[src/rtl/shift_reg_pkg.sv]
// Shared encodings for the universal shift register driver: command modes,
// register select codes and the driver state type.
package shift_reg_pkg;

    localparam logic [1:0] MODE_WR_RIGHT = 2'd0;
    localparam logic [1:0] MODE_WR_LEFT  = 2'd1;
    localparam logic [1:0] MODE_INVERT   = 2'd2;
    localparam logic [1:0] MODE_READBACK = 2'd3;

    localparam logic [1:0] SEL_HOLD = 2'b00;
    localparam logic [1:0] SEL_INV  = 2'b01;
    localparam logic [1:0] SEL_SHR  = 2'b10;
    localparam logic [1:0] SEL_SHL  = 2'b11;

    typedef enum logic [1:0] {
        ST_IDLE  = 2'd0,
        ST_SHIFT = 2'd1,
        ST_INV   = 2'd2,
        ST_DONE  = 2'd3
    } drv_state_t;

endpackage

[src/rtl/shift_reg_driver.sv]
// Serial initiator for the universal shift register: loads, inverts or reads
// back the register one bit per cycle and returns its previous contents.
module shift_reg_driver
    import shift_reg_pkg::*;
#(
    parameter int WIDTH = 4
) (
    input  logic             clk,
    input  logic             rst,
    input  logic             in_valid,
    output logic             in_ready,
    input  logic [1:0]       in_mode,
    input  logic [WIDTH-1:0] in_data,
    output logic [1:0]       select,
    output logic             s_right_din,
    output logic             s_left_din,
    input  logic             s_left_dout,
    input  logic             s_right_dout,
    output logic             out_valid,
    input  logic             out_ready,
    output logic [WIDTH-1:0] out_data,
    output logic             busy
);

    localparam int CNT_W = (WIDTH > 1) ? $clog2(WIDTH) : 1;
    localparam logic [CNT_W-1:0] LAST_CNT = CNT_W'(WIDTH - 1);

    drv_state_t       state_q, state_d;
    logic [CNT_W-1:0] cnt_q, cnt_d;
    logic [1:0]       mode_q, mode_d;
    logic [WIDTH-1:0] data_q, data_d;
    logic [WIDTH-1:0] cap_q, cap_d;

    always_ff @(posedge clk or posedge rst) begin
        if (rst) begin
            state_q <= ST_IDLE;
            cnt_q   <= '0;
            mode_q  <= MODE_WR_RIGHT;
            data_q  <= '0;
            cap_q   <= '0;
        end else begin
            state_q <= state_d;
            cnt_q   <= cnt_d;
            mode_q  <= mode_d;
            data_q  <= data_d;
            cap_q   <= cap_d;
        end
    end

    // Capture follows the shift direction so the old word ends up in its
    // natural bit order after WIDTH shifts.
    always_comb begin
        state_d = state_q;
        cnt_d   = cnt_q;
        mode_d  = mode_q;
        data_d  = data_q;
        cap_d   = cap_q;
        unique case (state_q)
            ST_IDLE: begin
                if (in_valid) begin
                    data_d  = in_data;
                    mode_d  = in_mode;
                    cnt_d   = '0;
                    state_d = (in_mode == MODE_INVERT) ? ST_INV : ST_SHIFT;
                end
            end
            ST_SHIFT: begin
                cnt_d = cnt_q + CNT_W'(1);
                if (mode_q == MODE_WR_LEFT) begin
                    cap_d = {cap_q[WIDTH-2:0], s_right_dout};
                end else begin
                    cap_d = {s_left_dout, cap_q[WIDTH-1:1]};
                end
                if (cnt_q == LAST_CNT) begin
                    cnt_d   = '0;
                    state_d = ST_DONE;
                end
            end
            ST_INV: begin
                state_d = ST_IDLE;
            end
            ST_DONE: begin
                if (out_ready) begin
                    state_d = ST_IDLE;
                end
            end
            default: begin
                state_d = ST_IDLE;
            end
        endcase
    end

    always_comb begin
        select      = SEL_HOLD;
        s_right_din = 1'b0;
        s_left_din  = 1'b0;
        in_ready    = 1'b0;
        out_valid   = 1'b0;
        out_data    = '0;
        busy        = (state_q != ST_IDLE);
        unique case (state_q)
            ST_IDLE: begin
                in_ready = 1'b1;
            end
            ST_SHIFT: begin
                // Readback feeds bit 0 straight back into the MSB, a full rotate.
                unique case (mode_q)
                    MODE_WR_LEFT: begin
                        select     = SEL_SHL;
                        s_left_din = data_q[LAST_CNT - cnt_q];
                    end
                    MODE_READBACK: begin
                        select      = SEL_SHR;
                        s_right_din = s_left_dout;
                    end
                    default: begin
                        select      = SEL_SHR;
                        s_right_din = data_q[cnt_q];
                    end
                endcase
            end
            ST_INV: begin
                select = SEL_INV;
            end
            ST_DONE: begin
                out_valid = 1'b1;
                out_data  = cap_q;
            end
            default: begin
                select = SEL_HOLD;
            end
        endcase
    end

endmodule

[config.mk]
export PLATFORM = sky130hd
export DESIGN_NAME = shift_reg_driver
export DESIGN_NICKNAME = d
export VERILOG_FILES = /design/src/rtl/shift_reg_pkg.sv /design/src/rtl/shift_reg_driver.sv
export SDC_FILE = /design/constraint.sdc
export NUM_CORES = 1
export LEC_CHECK = 0
export BUFFER_PORTS_ARGS = -buffer_cell sky130_fd_sc_hd__buf_2
export CAP_MARGIN = 20
export CELL_PAD_IN_SITES_DETAIL_PLACEMENT = 0
export CELL_PAD_IN_SITES_GLOBAL_PLACEMENT = 1
export CORE_UTILIZATION = 35
export DETAILED_ROUTE_END_ITERATION = 8
export PLACE_DENSITY_LB_ADDON = 0.1
export SLEW_MARGIN = 20
export SYNTH_ARGS = -nofsm -noshare
export SYNTH_HDL_FRONTEND = slang
export SYNTH_SLANG_ARGS = --single-unit
export TNS_END_PERCENT = 1
[constraint.sdc]
create_clock -name clk -period 1.69 [get_ports clk]
set_input_delay 0.0845 -clock clk [delete_from_list [all_inputs] [get_ports clk]]
set_output_delay 0.0845 -clock clk [all_outputs]
set_load 0.1 [all_outputs]
==> summary.md, run 1 <==
| Metric | Value |
|---|---|
| Clk buf depth | `2` |
| Core region area | `0.00221 mm^2` |
| # diodes | `0` |
| Startpoint Class | `flop` |
| Setup violations, final | `0` |
| Outcome | `finished clean` |
| Synth Area per Inst | `about 11 um^2` |
| Minimum clock period after layout | `1.68 ns` |
| Final ANT Viol Nets | `0` |
| Synth async-reset ratio | `100%` |
| Fmax | `just under 600 MHz` |
| Crit-path max FO | `6` |
| Routed wire length | `1800 um` |
| Crit path required time | `1.61 ns` |
| GRT Util Overall | `15.9%` |
| HP Class | `in -> reg` |
| Layout cells sized above 1 | `55.1%` |
| Worst skew pair latency | `0.28 ns` |
| IO Count | `23` |
| Most frequent cells after synthesis | `dfrtp_1, nand2_1, ha_1, mux2_2` |
| WP data arrival | `between 1.5 and 2 ns` |
| CP Capture Type | `output pin` |
| Grt ovf | `0` |
| Largest family of logic cells by synthesized area | `simple AND/OR/NAND/NOR gates` |
| GPL Wtd Cong | `0.667` |
| H-tree Lvls | `1` |
| Syn. warnings | `0` |
| Final period util | `99.2%` |
| Global-route wire length before repair | `3000 um` |
| Cell count after synthesis | `77` |
| Post-Synth Adder-Cell Area | `9.06%` |
| Largest net degree at the start of global routing | `15` |
| Root Buffer | `clkbuf_4` |
| # rows | `17` |
| Nets | `127` |
| Chip Width | `50.6 um` |
| Clk slew on worst S/H paths | `0.09 ns` |
| Worst slew pin tran | `0.555 ns` |
| Final count of hold timing violations | `0` |
| RSZ-0062 raised after global routing | `yes` |
| WL per Instance | `13.4 um` |
| Num CTS Buffers | `3` |
| Die area | `0.00256 mm^2` |
| EDFF count, synth | `0` |
| Ys flop type | `dfrtp_1` |
| Worst slew margin | `63.0%` |
| Final Max Slew Viols | `0` |
| Vias per cell | `4.90` |
| Simple-Gate Fraction of Synth Area | `around 16%` |
| Initial antenna violation count | `0` |
| Area Growth Syn to Fin | `39.9%` |
| Die Ht | `50.6 um` |
| Synthesized area | `828 um^2` |
| Cell variety after synth | `27` |
| TritonCTS clock tree | `yes` |
| Synthesized Nets | `95` |
| # DRC | `0` |
| First-pass DRT Iterations | `4` |
| Most numerous cell in the Yosys netlist | `dfrtp_1` |
| Crit Path Class | `reg -> out` |
| Starting Density | `37.4%` |
| Synth area leader | `dfrtp_1` |
| Synth area leaders | `dfrtp_1, ha_1, mux2_2` |
| Fin cells | `135` |
| Synth top area share | `42.3%` |
| Synth Area in XOR/XNOR | `0%` |
| Sequential area share after synthesis | `42.3%` |
| Via count | `roughly 660` |
| Port Buffers | `22` |
| Post-synthesis mux area share | `15.3%` |
| Synth Area in Compound Gates | `about an eighth` |
| Vias in the first global route | `about 660` |
| CTS sink count | `14` |
| DRT iter0 DRCs | `4` |
| Seq cells post-synth | `14` |
| Worst Clk Skew | `slightly above 0.008 ns` |
| Placed Instances | `roughly 130` |
| Number of max-cap violations | `0` |
| Post-DP HPWL | `between 1000 and 1500 um` |
-- cells by family after synthesis --
| group | Yosys count |
|---|---|
| and+or+nand+nor | 27 |
| DFF | 14 |
| AOI/OAI and AO/OA | 13 |
| muxes | 10 |
| buffers and inverters | 7 |
| adders and majority gates | 6 |
-- layout make-up --
cell class	count	area, um^2
multi-input cells	56	522
well taps	28	35.0
repair buffers	28	198
fillers	224	1050
clock buffers	3	22.5
inverters	6	28.8
flip-flops and latches	14	353
-- per-stage QoR --
stage	hold WS (ns)	setup WS, ns	cell area [um^2]	util, %	setup TNS (ns)
after floorplan	-0.0263	-0.338	881	-	-0.897
after global placement	0.157	0.112	1060	47.9	0
after detailed placement	0.171	-0.00570	1060	47.9	-0.00570
after CTS	0.0267	0.00000855	1140	51.5	0
after global routing	0.0316	-0.0466	1160	52.4	-0.131
final	0.0337	0.0135	1160	52.4	0
-- path summary, 6_finish.rpt --
kind                                         from                     end  slack [ns]  cells after the start
max                          cnt_q[1]$_DFFE_PP0P_             s_right_din        0.01                      4
min                                    in_data[2]   data_q[2]$_DFFE_PP0P_        0.03                      2
max reg2reg                state_q[1]$_DFFE_PP0P_  state_q[1]$_DFFE_PP0P_        0.18                      5
min reg2reg                 data_q[1]$_DFFE_PP0P_   data_q[1]$_DFFE_PP0P_        0.54                      1
max in group asynchronous                     rst    cnt_q[0]$_DFFE_PP0P_        0.89                      3
min in group asynchronous                     rst   data_q[2]$_DFFE_PP0P_        0.39                      3
-- what timing repair did --
action                                  4_1_cts  5_1_grt
pin swaps                                     0        1
hold buffers                                  1        0
hold endpoints to repair                     14        0
resized for setup                            10        2
buffers inserted                              1        2
endpoints found under the setup margin        2        4
-- placed cells by master (no fill, tap or decap), drive strengths merged --
cell and count:
clkinvlp 1, a2111oi 2, and3 1, clkbuf 3, a32o 2, mux4 1, inv 5, nor2b 2
a31oi 4, o22ai 1, dlygate4sd3 1, dfrtp 14, ha 6, nor2 5, a21oi 1, and2b 1
o21ai 1, o221a 1, mux2 8, buf 27, o2bb2ai 1, mux2i 1, and2 4, nand2b 2
nor3b 1, nand2 11
-- registers in the layout (all words and copies together) (netlist names) --
signal and cells:
cap_q 4, data_q 4, cnt_q 2, mode_q 2, state_q 2
-- layer usage --
layer	up-vias	GRT usage (%)	routed length [um]	part of all wire [%]
met5	-	0	0	0
met1	306	20.7	877	49
met3	2	4.55	67	3.7
met4	0	2.78	13	0.72
met2	17	26.4	844	47
li1	336	-	-	-
-- worst max-delay path, stage by stage (launching register included) --
cell,delay (ns)
dfrtp_2,0.46
buf_4,0.16
a2111oi_4,0.41
a2111oi_4,0.11
buf_12,0.18
Power of run 1 is not shown: default switching activity piles up to over one toggle a cycle in this logic, so the estimate is an artifact.
==> run 2, diff against run 1 <==
--- a/config.mk
+++ b/config.mk
@@ -5,6 +5,8 @@
 export SDC_FILE = /design/constraint.sdc
 export NUM_CORES = 1
 export LEC_CHECK = 0
+export ABC_AREA = 1
+export ABC_CLOCK_PERIOD_IN_PS = 1690
 export BUFFER_PORTS_ARGS = -buffer_cell sky130_fd_sc_hd__buf_2
 export CAP_MARGIN = 20
 export CELL_PAD_IN_SITES_DETAIL_PLACEMENT = 0
==> constraint.sdc (replaced) <==
create_clock -name clk -period 1.69 [get_ports clk]
set_input_delay 0.0845 -clock clk [delete_from_list [all_inputs] [get_ports clk]]
set_output_delay 0.0845 -clock clk [all_outputs]
set_load 0.05 [all_outputs]
==> summary.md, run 2 <==
| Metric | Value |
|---|---|
| Final ANT Viol Nets | `0` |
| Cell variety after synth | `19` |
| Via count | `752` |
| CTS sink count | `14` |
| Pre-CTS setup slack | `about 0.31 ns` |
| Cell count after synthesis | `112` |
| Final period util | `94.0%` |
| IO Count | `23` |
| Largest stage delay, worst path | `0.40 ns` |
| R2r endpoint | `data_q[3]$_DFFE_PP0P_` |
| CP Capture Type | `output pin` |
| WP data arrival | `1.50 ns` |
| Nets | `157` |
| Startpoint Class | `flop` |
| Filler cell count | `259` |
| HP Class | `in -> reg` |
| Final Max Slew Viols | `0` |
| Top flop regs | `cap_q: 4 flops, data_q: 4 flops` |
| First-pass DRT Iterations | `4` |
| Minimum clock period after layout | `1.59 ns` |
| Synthesized Nets | `130` |
| EDFF count, synth | `0` |
| Clk buf depth | `2` |
| VDD IR max | `1.27 mV` |
| Seq cells post-synth | `14` |
| Worst R2R Setup Slack | `0.30 ns` |
| Number of max-cap violations | `0` |
| Vias per cell | `4.53` |
| CP bufs+invs | `2` |
| Crit path launch | `state_q[1]$_DFFE_PP0P_` |
| Critical-path top delay cell | `dfrtp_1` |
| Fin cells | `166` |
| GRT Util Overall | `16.9%` |
| Multi-input gate area | `423 um^2` |
| Synth Area per Inst | `7.61 um^2` |
| Most numerous cell in the Yosys netlist | `nand2_1` |
| # rows | `17` |
| Grt ovf | `0` |
| # DRC | `0` |
| Reg2reg start | `state_q[0]$_DFFE_PP0P_` |
| Setup slack after layout | `0.102 ns` |
| Setup violations, final | `0` |
| Worst slew pin tran | `0.564 ns` |
| Global-route wire length before repair | `3220 um` |
| Die area | `0.00264 mm^2` |
| WL per Instance | `11.0 um` |
| Placed Instances | `161` |
| Die Ht | `51.3 um` |
| Most frequent cells after synthesis | `nand2_1, inv_1, dfrtp_1, nor2_1, ha_1` |
| Final count of hold timing violations | `0` |
| Worst Clk Skew | `0.0122 ns` |
| Area Growth Syn to Fin | `23.8%` |
| Synth top area share | `~40%` |
| Num CTS Buffers | `3` |
| Port Buffers | `22` |
| Synth async-reset ratio | `100%` |
| Starting Density | `37.8%` |
| Final Instance Area | `roughly 0.0011 mm^2` |
| Postcts setup bufs | `0` |
| Power consumption | `2.09 mW` |
| GPL Wtd Cong | `0.745` |
| Vias in the first global route | `between 700 and 800` |
| Power per cell area | `1980 mW/mm^2` |
| Sequential area share after synthesis | `41.1%` |
| Placed instance area | `998 um^2` |
| R2R cell count | `4` |
| Most frequent cells in the layout | `nand2_1, inv_1, buf_2` |
| Worst Hold End | `data_q[3]$_DFFE_PP0P_` |
| Largest net degree at the start of global routing | `15` |
| Synth area leader | `dfrtp_1` |
| Crit-path max FO | `5` |
| Hold slack final | `0.0231 ns` |
| Routed wire length | `1830 um` |
| Crit Path Class | `reg -> out` |
| Layout cells sized above 1 | `25.4%` |
| H-tree Lvls | `1` |
| Hold Startpoint | `in_data[3]` |
| Worst slew margin | `62.3%` |
| TritonCTS clock tree | `yes` |
| Chip Width | `51.3 um` |
| Worst skew pair latency | `0.28 ns` |
| Fmax | `630 MHz` |
| DRT iter0 DRCs | `18` |
| Clk slew on worst S/H paths | `0.10 ns` |
| Post-DP HPWL | `1380 um` |
| # diodes | `0` |
| Syn. warnings | `0` |
| Outcome | `finished clean` |
| Initial antenna violation count | `0` |
| Final core occ | `46.8%` |
| Leakage | `0.593 nW` |
| Crit path cell chain | `inv_1 > ha_2 > nand2_1 > a21boi_2 > buf_4` |
| Synthesized area | `852 um^2` |
| Ys flop type | `dfrtp_1` |
| Setup TNS | `0 ns` |
| Register area | `350 um^2` |
| Core region area | `0.00225 mm^2` |
| RSZ-0062 raised after global routing | `yes` |
| Hold Crit Depth | `2` |
| Most common cell after layout, fill and taps aside | `nand2_1` |
| CP delay by family, top | `flip-flops` |
| Crit path required time | `1.61 ns` |
| Root Buffer | `clkbuf_4` |
| Synth area leaders | `dfrtp_1, nand2_1, ha_1` |
[run 2: timing repair]
item / 4_1_cts / 5_1_grt
endpoints found under the hold margin: 14 / 0
hold buffers: 1 / 0
setup endpoints to repair: 1 / 3
resized for setup: 1 / 5
[run 2: worst max-delay path by stage]
stage / slack (ns) / endpoint / depth (start not counted)
floorplan: -0.11 / select[0] / 4
global placement: 0.35 / data_q[3]$_DFFE_PP0P_ / 4
detailed placement: 0.31 / select[0] / 5
CTS: 0.008 / s_left_din / 5
global route: -0.03 / s_left_din / 5
finish: 0.10 / select[0] / 5
[run 2: metal layers]
metal	global-route usage (%)	wire length, um
met5	0	0
met4	8.11	13
met3	3.27	96
met2	25.9	775
met1	22.6	946
[run 2: cell type report]
| class | count | area share [%] |
|---|---|---|
| multi-input combinational | 76 | 40.1 |
| sequential | 14 | 33.2 |
| timing repair buffer | 24 | 12.8 |
| inverter | 20 | 7.12 |
| clock buffer | 4 | 3.44 |
| tap | 28 | 3.32 |
[run 2: cell families after synthesis]
kind of cell               share of synthesized area, %
adders and majority gates                          8.81
and+or+nand+nor                                    24.8
muxes                                              3.08
DFF                                                41.1
buffers and inverters                              10.7
AOI/OAI and AO/OA                                  11.5
[run 2: power by group]
group / switching, mW / internal, mW / leakage (nW)
Sequential: 0.137 / 0.487 / 0.163
Clock: 0.113 / 0.131 / 0.0210
Combinational: 0.832 / 0.389 / 0.410
No activity file was read; power rests on OpenSTA's default activity.
